**src/rtl/cpu_types_pkg.sv**
```systemverilog
// ============================================================================
// Module      : cpu_types_pkg
// Description : Shared CPU types; instruction-cache frame, state and sizing.
// Revision    : 1.0 - initial release
// ============================================================================
`default_nettype none

package cpu_types_pkg;

    localparam int ICACHE_SETS = 16;

    // Tag field is sized for the widest legal tag so the struct is
    // independent of the SETS override; unused upper bits stay zero.
    localparam int ICACHE_TAG_FIELD_W = 30;

    typedef struct packed {
        logic                          valid;
        logic [ICACHE_TAG_FIELD_W-1:0] tag;
        logic [31:0]                   data;
    } icache_frame_t;

    typedef enum logic [0:0] {
        IC_IDLE  = 1'b0,
        IC_FETCH = 1'b1
    } icachestate_t;

endpackage

`default_nettype wire

```
**src/rtl/icache_dm.sv**
```systemverilog
// ============================================================================
// Module      : icache_dm
// Description : Direct-mapped read-only instruction cache, one-word fills.
// Revision    : 1.0 - initial release
// ============================================================================
`default_nettype none

module icache_dm
    import cpu_types_pkg::*;
#(
    parameter int SETS  = ICACHE_SETS,
    parameter int IDX_W = $clog2(SETS)
) (
    input  logic        CLK,
    input  logic        RST,
    input  logic        imemREN,
    input  logic [31:0] imemaddr,
    input  logic        inv,
    output logic        ihit,
    output logic [31:0] imemload,
    output logic        iREN,
    output logic [31:0] iaddr,
    input  logic        iwait,
    input  logic [31:0] iload,
    output logic [31:0] hit_count,
    output logic [31:0] miss_count
);

    localparam int TAG_W = 30 - IDX_W;

    icachestate_t  state;
    icachestate_t  next_state;
    icache_frame_t frames [SETS];
    logic [29:0]   miss_addr;

    logic [IDX_W-1:0] index;
    logic [TAG_W-1:0] tag;
    logic [IDX_W-1:0] miss_index;
    logic [TAG_W-1:0] miss_tag;
    logic [1:0]       unused_addr_lsb;
    logic             tag_match;
    logic             lookup;
    logic             miss;
    logic             fill_done;

    assign index           = imemaddr[IDX_W+1:2];
    assign tag             = imemaddr[31:IDX_W+2];
    assign unused_addr_lsb = imemaddr[1:0];
    assign miss_index      = miss_addr[IDX_W-1:0];
    assign miss_tag        = miss_addr[29:IDX_W];

    assign tag_match = frames[index].valid &&
                       (frames[index].tag == ICACHE_TAG_FIELD_W'(tag));
    // inv masks the lookup entirely: no hit and no miss that cycle
    assign lookup    = (state == IC_IDLE) && imemREN && !inv;
    assign miss      = lookup && !tag_match;
    assign fill_done = (state == IC_FETCH) && !iwait;

    always_ff @(posedge CLK or posedge RST) begin
        if (RST) begin
            state <= IC_IDLE;
        end else begin
            state <= next_state;
        end
    end

    always_comb begin
        next_state = state;
        ihit       = 1'b0;
        imemload   = 32'd0;
        iREN       = 1'b0;
        iaddr      = 32'd0;
        case (state)
            IC_IDLE: begin
                if (lookup && tag_match) begin
                    ihit     = 1'b1;
                    imemload = frames[index].data;
                end
                if (miss) begin
                    next_state = IC_FETCH;
                end
            end
            IC_FETCH: begin
                iREN  = 1'b1;
                iaddr = {miss_addr, 2'b00};
                if (inv || !iwait) begin
                    next_state = IC_IDLE;
                end
            end
            default: next_state = IC_IDLE;
        endcase
    end

    // Invalidate outranks a completing fill so the frame stays invalid
    always_ff @(posedge CLK or posedge RST) begin
        if (RST) begin
            for (int i = 0; i < SETS; i++) begin
                frames[i] <= '0;
            end
        end else if (inv) begin
            for (int i = 0; i < SETS; i++) begin
                frames[i].valid <= 1'b0;
            end
        end else if (fill_done) begin
            frames[miss_index] <= '{valid: 1'b1,
                                    tag:   ICACHE_TAG_FIELD_W'(miss_tag),
                                    data:  iload};
        end
    end

    always_ff @(posedge CLK or posedge RST) begin
        if (RST) begin
            miss_addr  <= 30'd0;
            hit_count  <= 32'd0;
            miss_count <= 32'd0;
        end else begin
            if (miss) begin
                miss_addr  <= {tag, index};
                miss_count <= miss_count + 32'd1;
            end
            if (ihit) begin
                hit_count <= hit_count + 32'd1;
            end
        end
    end

endmodule

`default_nettype wire

```
**config.mk**
```make
export PLATFORM = sky130hd
export DESIGN_NAME = icache_dm
export DESIGN_NICKNAME = d
export VERILOG_FILES = /design/src/rtl/cpu_types_pkg.sv /design/src/rtl/icache_dm.sv
export SDC_FILE = /design/constraint.sdc
export NUM_CORES = 2
export LEC_CHECK = 0
export BUFFER_PORTS_ARGS = -buffer_cell sky130_fd_sc_hd__buf_2
export CORE_AREA = 10 10 337 339
export DETAILED_ROUTE_END_ITERATION = 10
export DIE_AREA = 0 0 347 349
export GPL_TIMING_DRIVEN = 0
export PLACE_DENSITY = 0.69
export SLEW_MARGIN = 40
export SYNTH_ARGS = -nofsm -noshare
export SYNTH_HDL_FRONTEND = slang
export SYNTH_SLANG_ARGS = --single-unit
```
**constraint.sdc**
```tcl
create_clock -name CLK -period 95.2 [get_ports CLK]
set_clock_uncertainty 0.2 [all_clocks]
set_input_delay 19.04 -clock CLK [delete_from_list [all_inputs] [get_ports CLK]]
set_output_delay 19.04 -clock CLK [all_outputs]
set_load 0.05 [all_outputs]
```
==> run summary <==
Outcome -> completed
Placed wire-length estimate -> 92.64 mm
Leak -> 26.53 nW
Synth area leader -> dfrtp_1
RSZ-0062 raised after global routing -> no
CTS tree -> done
Startpoint types -> primary input
Clk network pwr share -> 36.9%
Synth-to-Final Area Change -> 14.57%
Async set-reset flop share out of synthesis -> 100.0%
Crit path kind -> primary input to output port
Max Clock Freq -> 23.05 MHz
Via Count -> 29230
Mean Syn Cell Area -> 15.20 sq um
Slew @ Worst Pin -> 0.9080 ns
Setup crit start -> imemaddr[3]
Max_slew headroom -> 39.47%
Total power -> 0.001180 W
R2r startpoint -> frames[301]
CORE AREA -> 0.1066 sq mm
First-pass DRT Iterations -> 7
Internal Power -> 0.0008715 W
Total negative slack -> 0 ns
Layout Cells excl Fill -> 4951
Largest family of logic cells by synthesized area -> multiplexers
Port bufs -> 191
#FFs+latches synth -> 1039
Global Route Usage Sum -> 22.44%
# nets final -> 3529
Post-synthesis compound-gate area fraction -> 1.662%
Die H -> 349 um
Highest net fanout along the worst path -> 10
Synth top area share -> 54.47%
Tcrit/Tclk final -> 45.58%
Worst hold slack -> 0.2649 ns
CP arrival -> 24.15 ns
Switching power -> 0.0003085 W
Crit-path cells -> buf_6 -> buf_4 -> buf_2 -> buf_2 -> buf_2 -> buf_2 -> o221ai_1 -> o22ai_1 -> o211ai_1 -> nor4_1 -> nand4_1 -> or2_1 -> buf_6 -> clkbuf_2 -> nor2b_1 -> buf_2
Register area -> 0.02600 sq mm
CTS H-Tree Depth -> 3
Wire length of the first global-routing pass -> 204.0 mm
Most used cell, CP -> buf_2
CTS root buf -> clkbuf_16
Inst Count DP -> 4752
Layout cells sized above 1 -> 49.63%
Peak VDD IR -> 0.00001489 V
Clock buffer count from CTS -> 107
Main synth FF type -> dfrtp_1
Critical path required time -> 75.96 ns
Worst Hold Class -> register to register
Post-synthesis mux area share -> 35.72%
Die width -> 347 um
Sw frac -> 26.15%
Critical Path Sink Type -> output port
XOR/XNOR Fraction of Synth Area -> 1.651%
Vias per cell -> 5.904
Synthesized cell area -> 0.04773 sq mm
CTS Sinks -> 1039
Syn Inst Count -> 3140
Synth Area in Adders -> 0.05243%
Power density over the cells -> 21.58 mW/mm^2
Min Tclk post-route -> 43.39 ns
Final hold vios -> 0
Antenna-violating nets left -> 0
Crit-path max cell delay -> 0.50 ns
Worst min-delay path startpoint -> miss_count[31]
Slowest-stage cell, CP -> buf_2
Post-Route WL -> 137.7 mm
Vias in the first global route -> 30220
Post-CTS Setup Bufs -> 0
Register share of total power -> 47.1%
Footprint of the multi-input gates -> 0.02049 sq mm
DR DRC count -> 0
Worst-Skew Late Latency -> 0.69 ns
Cts hold-fix bufs -> 0
Largest net degree at the start of global routing -> 81
Final max-slew violation count -> 0
Rows -> 120
Max-cap viol count -> 0
WL/cell -> 27.81 um
Starting Density -> 44.78%
Die area -> 0.1211 sq mm
Synth Area in Simple Gates -> 3.809%
Grt ovf -> 0
Routability cong. -> 0.9053
Comb pwr share -> 15.9%
Resized Gates After CTS -> 0
Yosys warnings -> 0
Starting DRT DRC Count -> 2422
Synth top area cells -> dfrtp_1 (54%), mux2_2 (23%), mux4_2 (11%)
Clock-pin slew of the registers on the worst-case setup and hold paths -> 0.06 ns
Layout fillers -> 9049
Initial antenna violation count -> 15
Clk buf depth -> 3
Io pins -> 199
Seq/Total Area, Yosys -> 54.47%
Final setup viols -> 0
Post-synth EDFFs -> 0
Synth cell types -> 69
synthesized netlist by cell type (7+ instances only):
cell type,instances
dfrtp_1,1039
mux2_2,977
mux4_2,232
clkbuf_1,112
buf_1,94
mux2i_1,74
nand2_1,66
xor2_1,66
nor2b_1,43
nor2_1,35
and2_1,34
inv_1,30
nor3_1,30
o21ai_0,27
buf_2,24
xnor2_1,24
nand3_1,23
nor4_1,16
buf_4,15
buf_6,12
a221oi_1,10
a22oi_1,10
nand2b_1,10
nand4_1,10
nor3_2,10
o22ai_1,9
a21oi_1,8
and3_1,8
o221ai_1,7
routing by layer:
layer | vias up | track usage (%) | wire, um
met1 | 15740 | 30.65 | 59130
met2 | 969 | 35.42 | 64360
met3 | 258 | 5.257 | 10020
met5 | - | 0 | 55
li1 | 12260 | - | -
met4 | 10 | 6.928 | 4141
cell type report:
cell class / instances / area share, %
antenna: 8 / 0.03661
buffer: 257 / 2.311
clock buffer: 150 / 5.656
clock inverter: 41 / 0.9906
inverter: 30 / 0.2196
multi-input combinational: 1815 / 37.47
sequential: 1039 / 47.54
tap: 1403 / 3.210
timing repair buffer: 208 / 2.567
metrics by stage:
stage / utilization, % / cell area, sq um / setup slack [ns]
2_1_floorplan: - / 47740 / 46.72
3_3_place_gp: 47.32 / 50450 / 34.98
3_5_place_dp: 47.86 / 51020 / 51.90
4_1_cts: 51.27 / 54650 / 51.89
5_1_grt: 51.29 / 54680 / 51.78
6_report: 51.30 / 54690 / 51.81
power by group through the flow:
stage / clock network, W / logic (W) / registers [W]
3_3_place_gp: 0 / 0.000181 / 0.000563
5_1_grt: 0.000461 / 0.000202 / 0.000564
3_5_place_dp: 0 / 0.000188 / 0.000562
4_1_cts: 0.000442 / 0.000189 / 0.000555
2_1_floorplan: 0 / 0.000138 / 0.000557
6_report: 0.000436 / 0.000188 / 0.000556
kinds of logic after synthesis:
logic type                 Yosys count
AOI/OAI and AO/OA                  112
xor gates and xnor gates            90
adders and majority gates            2
buffers and inverters              287
DFF                               1039
muxes                             1289
other                                1
and+or+nand+nor                    320
layout by cell type, fill, tap and decap left out, types with 29 or more instances in the layout:
cell type / n
dfrtp_1: 1039
clkbuf_2: 36
and2_1: 34
buf_2: 277
mux4_2: 232
inv_1: 29
clkbuf_1: 102
nor2_1: 35
nor2b_1: 42
nor3_1: 30
xor2_1: 66
mux2i_1: 74
mux2_2: 977
clkbuf_16: 110
nand2_1: 66
worst paths after layout:
kind / end / slack, ns / cells after the start
max reg2reg: miss_addr[6] / 90.69 / 9
max: imemload[21] / 51.81 / 16
min: miss_count[31] / 0.26 / 1
max in group asynchronous: miss_count[12] / 75.15 / 5
min reg2reg: miss_count[31] / 0.26 / 1
min in group asynchronous: frames[89] / 18.17 / 2
registers in the layout, indices dropped and copies added, names as in the netlist:
name        flops
frames        944
hit_count      32
miss_count     32
miss_addr      30
state           1
critical path, delay by kind of cell:
family	cells	cell delay, ns
AO/OA/AOI/OAI	3	0.64
buffers and inverters	9	3.04
AND/OR/NAND/NOR	4	1.36
(Power assumes the default switching activity.)
